## src/rtl/cpu_pkg.sv

```systemverilog
// Shared definitions for the fetch path: loader FSM encoding and instruction geometry.
package cpu_pkg;
   typedef enum logic [1:0] {
      ST_CLEAR = 2'd0,
      ST_LOAD  = 2'd1,
      ST_RUN   = 2'd2
   } state_t;

   localparam int INSTR_BYTES = 2;
   localparam int ADDR_W_DEF  = 8;
endpackage

```

## src/rtl/instruction_memory_if.sv

```systemverilog
// Byte-stream program load port: the loader is master, the instruction memory is slave.
interface instruction_memory_if;
   logic       load_valid;
   logic [7:0] load_data;
   logic       load_last;
   logic       load_ready;

   modport master (output load_valid, output load_data, output load_last, input load_ready);
   modport slave  (input load_valid, input load_data, input load_last, output load_ready);
endinterface

```

## src/rtl/byte_ram.sv

```systemverilog
// Byte-wide storage with one synchronous write port and two asynchronous read ports.
module byte_ram #(
   parameter int ADDR_W = 8,
   parameter int DATA_W = 8
) (
   input  logic              clk,
   input  logic              i_we,
   input  logic [ADDR_W-1:0] i_waddr,
   input  logic [DATA_W-1:0] i_wdata,
   input  logic [ADDR_W-1:0] i_raddr_a,
   output logic [DATA_W-1:0] o_rdata_a,
   input  logic [ADDR_W-1:0] i_raddr_b,
   output logic [DATA_W-1:0] o_rdata_b
);
   logic [DATA_W-1:0] r_mem [2**ADDR_W];

   always_ff @(posedge clk) begin
      if (i_we) begin
         r_mem[i_waddr] <= i_wdata;
      end
   end

   // Reads see the pre-write contents when they hit the address being written.
   assign o_rdata_a = r_mem[i_raddr_a];
   assign o_rdata_b = r_mem[i_raddr_b];
endmodule

```

## src/rtl/instruction_memory.sv

```systemverilog
// Program store for the single-cycle CPU: clears itself, loads a byte stream, then serves fetches.
module instruction_memory
   import cpu_pkg::*;
#(
   parameter int ADDR_W         = ADDR_W_DEF,
   parameter bit CLEAR_ON_RESET = 1'b1
) (
   input  logic                     clk,
   input  logic                     reset,
   instruction_memory_if.slave      ld,
   input  logic [ADDR_W-1:0]        pc,
   output logic [8*INSTR_BYTES-1:0] instr,
   output logic                     misaligned,
   output logic                     cpu_hold
);
   localparam state_t INIT_ST = CLEAR_ON_RESET ? ST_CLEAR : ST_LOAD;

   state_t            r_state;
   state_t            w_next_state;
   logic [ADDR_W-1:0] r_ptr;
   logic              w_ptr_last;
   logic              w_fire;
   logic              w_we;
   logic [7:0]        w_wdata;
   logic [ADDR_W-1:0] w_pc_next;
   logic [7:0]        w_rd_hi;
   logic [7:0]        w_rd_lo;

   assign w_ptr_last = (r_ptr == '1);
   assign w_fire     = (r_state == ST_LOAD) && ld.load_valid;

   always_ff @(posedge clk) begin
      if (reset) begin
         r_state <= INIT_ST;
      end else begin
         r_state <= w_next_state;
      end
   end

   always_comb begin
      w_next_state = r_state;
      case (r_state)
         ST_CLEAR: if (w_ptr_last) w_next_state = ST_LOAD;
         ST_LOAD:  if (w_fire && (ld.load_last || w_ptr_last)) w_next_state = ST_RUN;
         ST_RUN:   w_next_state = ST_RUN;
         default:  w_next_state = INIT_ST;
      endcase
   end

   // A write coincident with reset is suppressed so a dropped handshake leaves no trace.
   always_comb begin
      w_we          = 1'b0;
      w_wdata       = 8'h00;
      ld.load_ready = 1'b0;
      cpu_hold      = 1'b1;
      case (r_state)
         ST_CLEAR: begin
            w_we = !reset;
         end
         ST_LOAD: begin
            ld.load_ready = 1'b1;
            w_we          = w_fire && !reset;
            w_wdata       = ld.load_data;
         end
         ST_RUN: begin
            cpu_hold = 1'b0;
         end
         default: ;
      endcase
   end

   always_ff @(posedge clk) begin
      if (reset) begin
         r_ptr <= '0;
      end else if ((r_state == ST_CLEAR) || w_fire) begin
         r_ptr <= r_ptr + ADDR_W'(1);
      end
   end

   assign w_pc_next  = pc + ADDR_W'(1);
   assign instr      = {w_rd_hi, w_rd_lo};
   assign misaligned = pc[0];

   byte_ram #(
      .ADDR_W (ADDR_W),
      .DATA_W (8)
   ) u_ram (
      .clk       (clk),
      .i_we      (w_we),
      .i_waddr   (r_ptr),
      .i_wdata   (w_wdata),
      .i_raddr_a (pc),
      .o_rdata_a (w_rd_hi),
      .i_raddr_b (w_pc_next),
      .o_rdata_b (w_rd_lo)
   );
endmodule
```

## src/flat_wrapper.sv

```systemverilog
// flat-port wrapper written by rule: the top's interface ports become plain ports
module instruction_memory_flat import cpu_pkg::*;
#(
   parameter int ADDR_W         = ADDR_W_DEF,
   parameter bit CLEAR_ON_RESET = 1'b1
)
  (clk, reset, pc, instr, misaligned, cpu_hold, ld_load_valid, ld_load_data, ld_load_last, ld_load_ready);
  instruction_memory_if ld_i ();
  input  logic clk;
  input  logic reset;
  input  logic [ADDR_W-1:0] pc;
  output logic [8*INSTR_BYTES-1:0] instr;
  output logic misaligned;
  output logic cpu_hold;
  input wire logic [$bits(ld_i.load_valid)-1:0] ld_load_valid;
  input wire logic [$bits(ld_i.load_data)-1:0] ld_load_data;
  input wire logic [$bits(ld_i.load_last)-1:0] ld_load_last;
  output wire logic [$bits(ld_i.load_ready)-1:0] ld_load_ready;
  assign ld_i.load_valid = ld_load_valid;
  assign ld_i.load_data = ld_load_data;
  assign ld_i.load_last = ld_load_last;
  assign ld_load_ready = ld_i.load_ready;
  instruction_memory #(.ADDR_W(ADDR_W), .CLEAR_ON_RESET(CLEAR_ON_RESET)) u_core (.clk(clk), .reset(reset), .ld(ld_i), .pc(pc), .instr(instr), .misaligned(misaligned), .cpu_hold(cpu_hold));
endmodule
```

## config.mk

```make
export PLATFORM = sky130hd
export DESIGN_NAME = instruction_memory_flat
export DESIGN_NICKNAME = d
export VERILOG_FILES = /design/src/rtl/cpu_pkg.sv /design/src/rtl/instruction_memory_if.sv /design/src/rtl/byte_ram.sv /design/src/rtl/instruction_memory.sv /design/src/flat_wrapper.sv
export SDC_FILE = /design/constraint.sdc
export NUM_CORES = 2
export LEC_CHECK = 0
export BUFFER_PORTS_ARGS = -buffer_cell sky130_fd_sc_hd__buf_2
export CAP_MARGIN = 20
export CELL_PAD_IN_SITES_DETAIL_PLACEMENT = 1
export CELL_PAD_IN_SITES_GLOBAL_PLACEMENT = 1
export CORE_ASPECT_RATIO = 0.8
export CORE_MARGIN = 2
export CORE_UTILIZATION = 53
export CTS_CLUSTER_SIZE = 20
export DETAILED_ROUTE_END_ITERATION = 8
export PLACE_DENSITY = 0.78
export SETUP_SLACK_MARGIN = 0.3
export SKIP_CTS_REPAIR_TIMING = 1
export SYNTH_ARGS = -nofsm -noshare
export SYNTH_HDL_FRONTEND = slang
export SYNTH_SLANG_ARGS = --single-unit
```

## constraint.sdc

```tcl
create_clock -name clk -period 7.1 [get_ports clk]
set_input_delay 1.42 -clock clk [delete_from_list [all_inputs] [get_ports clk]]
set_output_delay 1.42 -clock clk [all_outputs]
set_load 0.005 [all_outputs]
```

After elaboration in Yosys (flattened, before gate mapping)

Memories as Yosys holds them, arrays and structs flattened.
Cells that the tools add are included.

Add/sub/neg operators: 2
Equal/unequal tests: 5
Mux-type cells: 9
Reductions and logical operators: 8

Operators with widths:

| kind                | count |
|---|---|
| $add 8x1->8 const B | 2 |
| $eq 8x8->1 const B  | 1 |
| $mux 8              | 1 |
| $pmux 2 s3          | 1 |
| $mux 1              | 4 |
| $mux 2              | 2 |
| $logic_and 1x1->1   | 3 |
| $eq 2x1->1 const B  | 1 |
| $eq 2x2->1 const B  | 1 |
| $logic_not 2->1     | 1 |
| $logic_or 1x1->1    | 2 |
| $ne 2x1->1 const B  | 1 |
| $ne 2x2->1 const B  | 1 |
| $pmux 1 s2          | 1 |
| $reduce_and 2->1    | 1 |
| $logic_not 1->1     | 1 |

Flip-flop bits (word level): 10
RAM bits: 2048
Bits of input ports: 20
Output and inout bits: 19
Memories kept: 1

Memory list:

| name               | words | width | rd ports | clocked after Yosys merged registers in | write ports | RTL line       | RTL |
|---|---|---|---|---|---|---|---|
| u_core.u_ram.r_mem | 256   | 8     | 2        | 0                                       | 1           | byte_ram.sv:15 | `logic [DATA_W-1:0] r_mem [2**ADDR_W];` |

Longest topological paths before layout

Depth after elaboration: 6
Gate-level depth with buffers: 13
Depth with buffers taken out: 8

Cells and area by module

A second synthesis with hierarchy kept.

Cells, all modules: 4915
Area total of the unflattened synthesis: 97355.9 µm²

Modules (own cells, without submodules):

| module             | instances | cells an instance | area an instance (µm²) |
|---|---|---|---|
| byte_ram           | 1         | 4831              | 96652.7 |
| instruction_memory | 1         | 84                | 703.2 |

Worst setup path after synthesis

OpenSTA, ideal clock, no wires.

Path type: input-to-reg
From: input ld_load_data[0]
To: memory u_core.u_ram.r_mem[0][0], data pin
Data arrival time: 4.647 ns
Data required time: 6.233 ns
Slack: 1.586 ns
Cell stages on the path: 1
Cell sequence: and2_1

Longest elaborated chain between the ends: 1

Ends and longest elaborated chain:

| element            | RTL line                 | RTL |
|---|---|---|
| start: declaration | flat_wrapper.sv:16       | `input wire logic [$bits(ld_i.load_data)-1:0] ld_load_data;` |
| $mux 8             | instruction_memory.sv:56 | `case (r_state)` |
| end: declaration   | byte_ram.sv:15           |  |

No other way between the ends.

Worst setup path after layout

From: input pc[0]
To: output instr[5]

Longest elaborated chain between the ends: 2

Ends and longest elaborated chain:

| element            | RTL line                 | RTL |
|---|---|---|
| start: declaration | flat_wrapper.sv:11       | `input logic [ADDR_W-1:0] pc;` |
| $add 8x1->8        | instruction_memory.sv:80 | `assign w_pc_next = pc + ADDR_W'(1);` |
| $mem_v2 256x8      | n/a                      |  |
| end: declaration   | flat_wrapper.sv:12       | `output logic [8*INSTR_BYTES-1:0] instr;` |

No other way between the ends.

==> impl_metrics.ini <==
[outcome]
status = finished clean

[place]
place.gp.congestion = 0.989
post-place-ws_ps = 124
dp_hpwl_um = 214000
port_buffers = 38

[grt]
antenna_found_initial = 14
grt_use_total_pct = 35.3
grt_overflow = 0
grt_max_degree = 257
grt_pass1_wl_um = 462000
grt_pass1_vias = 58172

[synthesis]
yosys-top-cells-area = edfxtp_1 63%, mux4_2 26%, mux2i_1 1.8%, nand2_1 1.3%, nor2_1 1.1%
synth.distinct_cells = 66
async_reset_ff_share_pct = 0
synth_largest_area_cell = edfxtp_1
yosys-top-cells-count = 2048 x edfxtp_1, 1111 x mux4_2, 338 x nand2_1
yosys_warnings = 0
synthesis.area_mm2 = 0.0970
ys_seq_area_share_pct = 63.6
synth.most_common_cell = edfxtp_1
synth.avg_cell_area_um2 = 19.6
synthFlopType = edfxtp_1
synth-edff-count = 2048
synth_top_area_share_pct = 63.4
syn_inst = 4942
synth_nets = 4971
yosys_register_bits = 2058

[clocking]
clock-root-buffer = clkbuf_16
htree_levels = 4
clkTransAtPathRegs_ps = 60
cts_tree = built
clockBufferDepth = 3
cts_buffers = 200
clkSinkCount = 2058
clkLatencyLatePin_ps = 870

[die]
die_w_um = 482
dieArea_mm2 = 0.186
io_pins = 39
fp.coreArea_mm2 = 0.182
start_util_pct = 53.3
floorplan.rows = 140
die_y_um = 387

[route]
drc_errors = 0
vias = 58565
met1_length_um = 118000
postRouteAntennaNets = 0
wl_met3_um = 46700
wl_met2_um = 146000
vias_per_cell = 7.64
dr.pass1.iters = 7
drt_iter0_drc = 10412
routed_wire_length_per_instance_um = 42.6
routed_wl_um = 327000
top_layer = met5

[flow_run]
maxCapViolCount = 0

[sta]
fmax_mhz = 143
hold_viol_final = 0
finalMaxSlewViolations = 0
holdWs_ps = 561
worst_pin_slew_ps = 1440
period_share_pct = 98.6
finalWorstSetupSlack_ps = 96.0
skew_ps = 38.6
rsz0062_at_grt = no
fin_crit_ps = 7000
slew_headroom_pct = 3.90
fin_tns_setup_ps = 0
finalSetupViolations = 0

[setup_path]
crit_path_end_kind = output pin
worstPathRequired_ps = 5680
rr_worst_depth = 7
critPathBufInv = 4
crit_fanout = 63
cpPeakStageDelay_ps = 520
cp_slowest_cell = ha_4
start_kind = input port
critical_path.cell_chain = buf_12 > ha_4 > buf_12 > buf_12 > mux4_2 > mux2i_2 > o22ai_1 > a31oi_1 > o211ai_1 > o211a_1 > buf_2
cp.arrival_ps = 5580
crit_path_frequent_cell = buf_12
worstSetupPathType = input port to output pin
r2r_slack_ps = 2350
crit_family = compound AO/OA/AOI/OAI gates
cp.depth = 11

[min_path]
hold_path_depth = 2
hold_path.class = flop to flop

[final_layout]
drive_gt1_share_pct = 34.9
areaGrowthSynthToFinish_pct = 11.3
nFillCells = 15260
nets = 5108

[pwr]
power_density_mw_per_mm2 = 240
leakage_nw = 29.4
peakVddDrop_mv = 0.241
power_mw = 25.9
## layout make-up
| class | instances | area (um2) | area share (%) |
|---|---|---|---|
| Sequential cell | 2058 | 61700 | 57.2 |
| Antenna cell | 10 | 25.0 | 0.0232 |
| Tap cell | 2414 | 3020 | 2.80 |
| Multi-Input combinational cell | 2474 | 33300 | 30.8 |
| Clock inverter | 127 | 1310 | 1.21 |
| Clock buffer | 241 | 5220 | 4.84 |
| Timing Repair Buffer | 336 | 3320 | 3.07 |
| Inverter | 9 | 33.8 | 0.0313 |
## report_power, final
group          total (mW)  internal [mW]  switching, mW
registers            13.2           13.2        0.00906
clock network        10.9           6.03           4.86
logic                1.86          0.660           1.20
total                25.9           19.8           6.07
## routing by layer
layer,track usage [%],up-vias
li1,-,21440
met1,50.6,31294
met2,50.8,5046
met3,11.1,767
met4,14.2,18
met5,0,-
## path summary, 6_finish.rpt
path,end,start
max,instr[5],pc[0]
min,u_core.r_state[1],u_core.r_state[1]
min reg2reg,u_core.r_state[1],u_core.r_state[1]
max reg2reg,u_core.u_ram.r_mem[180][2],u_core.r_state[1]
## layout by cell type, fill, tap and decap left out, types with 49 or more instances in the layout
cell       Yosys  routed
o22ai_1       49      49
mux4_2      1111    1111
clkbuf_16      0     203
nand2_1      338     328
nor3_1        63      55
buf_4         70     223
mux2i_1      173     170
buf_12         0      64
nor2_1       284     282
nand3_1      103     101
edfxtp_1    2048    2048
## state kept, by name, indices dropped and copies added (netlist names)
register,cells
u_core.r_state,2
u_core.u_ram.r_mem,2048
u_core.r_ptr,8
## kinds of logic (layout without fill, tap and decap cells)
kind of cell               count (synthesis)  after routing  synth area share [%]
muxes                                   1321           1321                  28.0
other                                      0             10                     0
DFF                                     2058           2058                  63.6
xor gates and xnor gates                  17             17                 0.177
and+or+nand+nor                          897            897                  3.98
adders and majority gates                  9              9                 0.116
AOI/OAI and AO/OA                        230            230                  1.77
buffers and inverters                    410            713                  2.31
## worst register-to-register path: cells and delay by family, from the launching register on
family                     cells  cell delay [ps]
AOI/OAI and AO/OA              1              370
adders and majority gates      1              440
buffers and inverters          2              720
DFF                            1              330
and+or+nand+nor                3             2500
## per-stage QoR
step                      instance area [um2]  std cells  util [%]
after detailed placement               101000       7278      55.6
final                                  108000       7669      59.3
after floorplan                         97000       4942         -
after CTS                              108000       7646      59.2
after global routing                   108000       7660      59.3
after global placement                 101000       7270      55.6
Note: power is estimated with default switching activity, not from simulation.
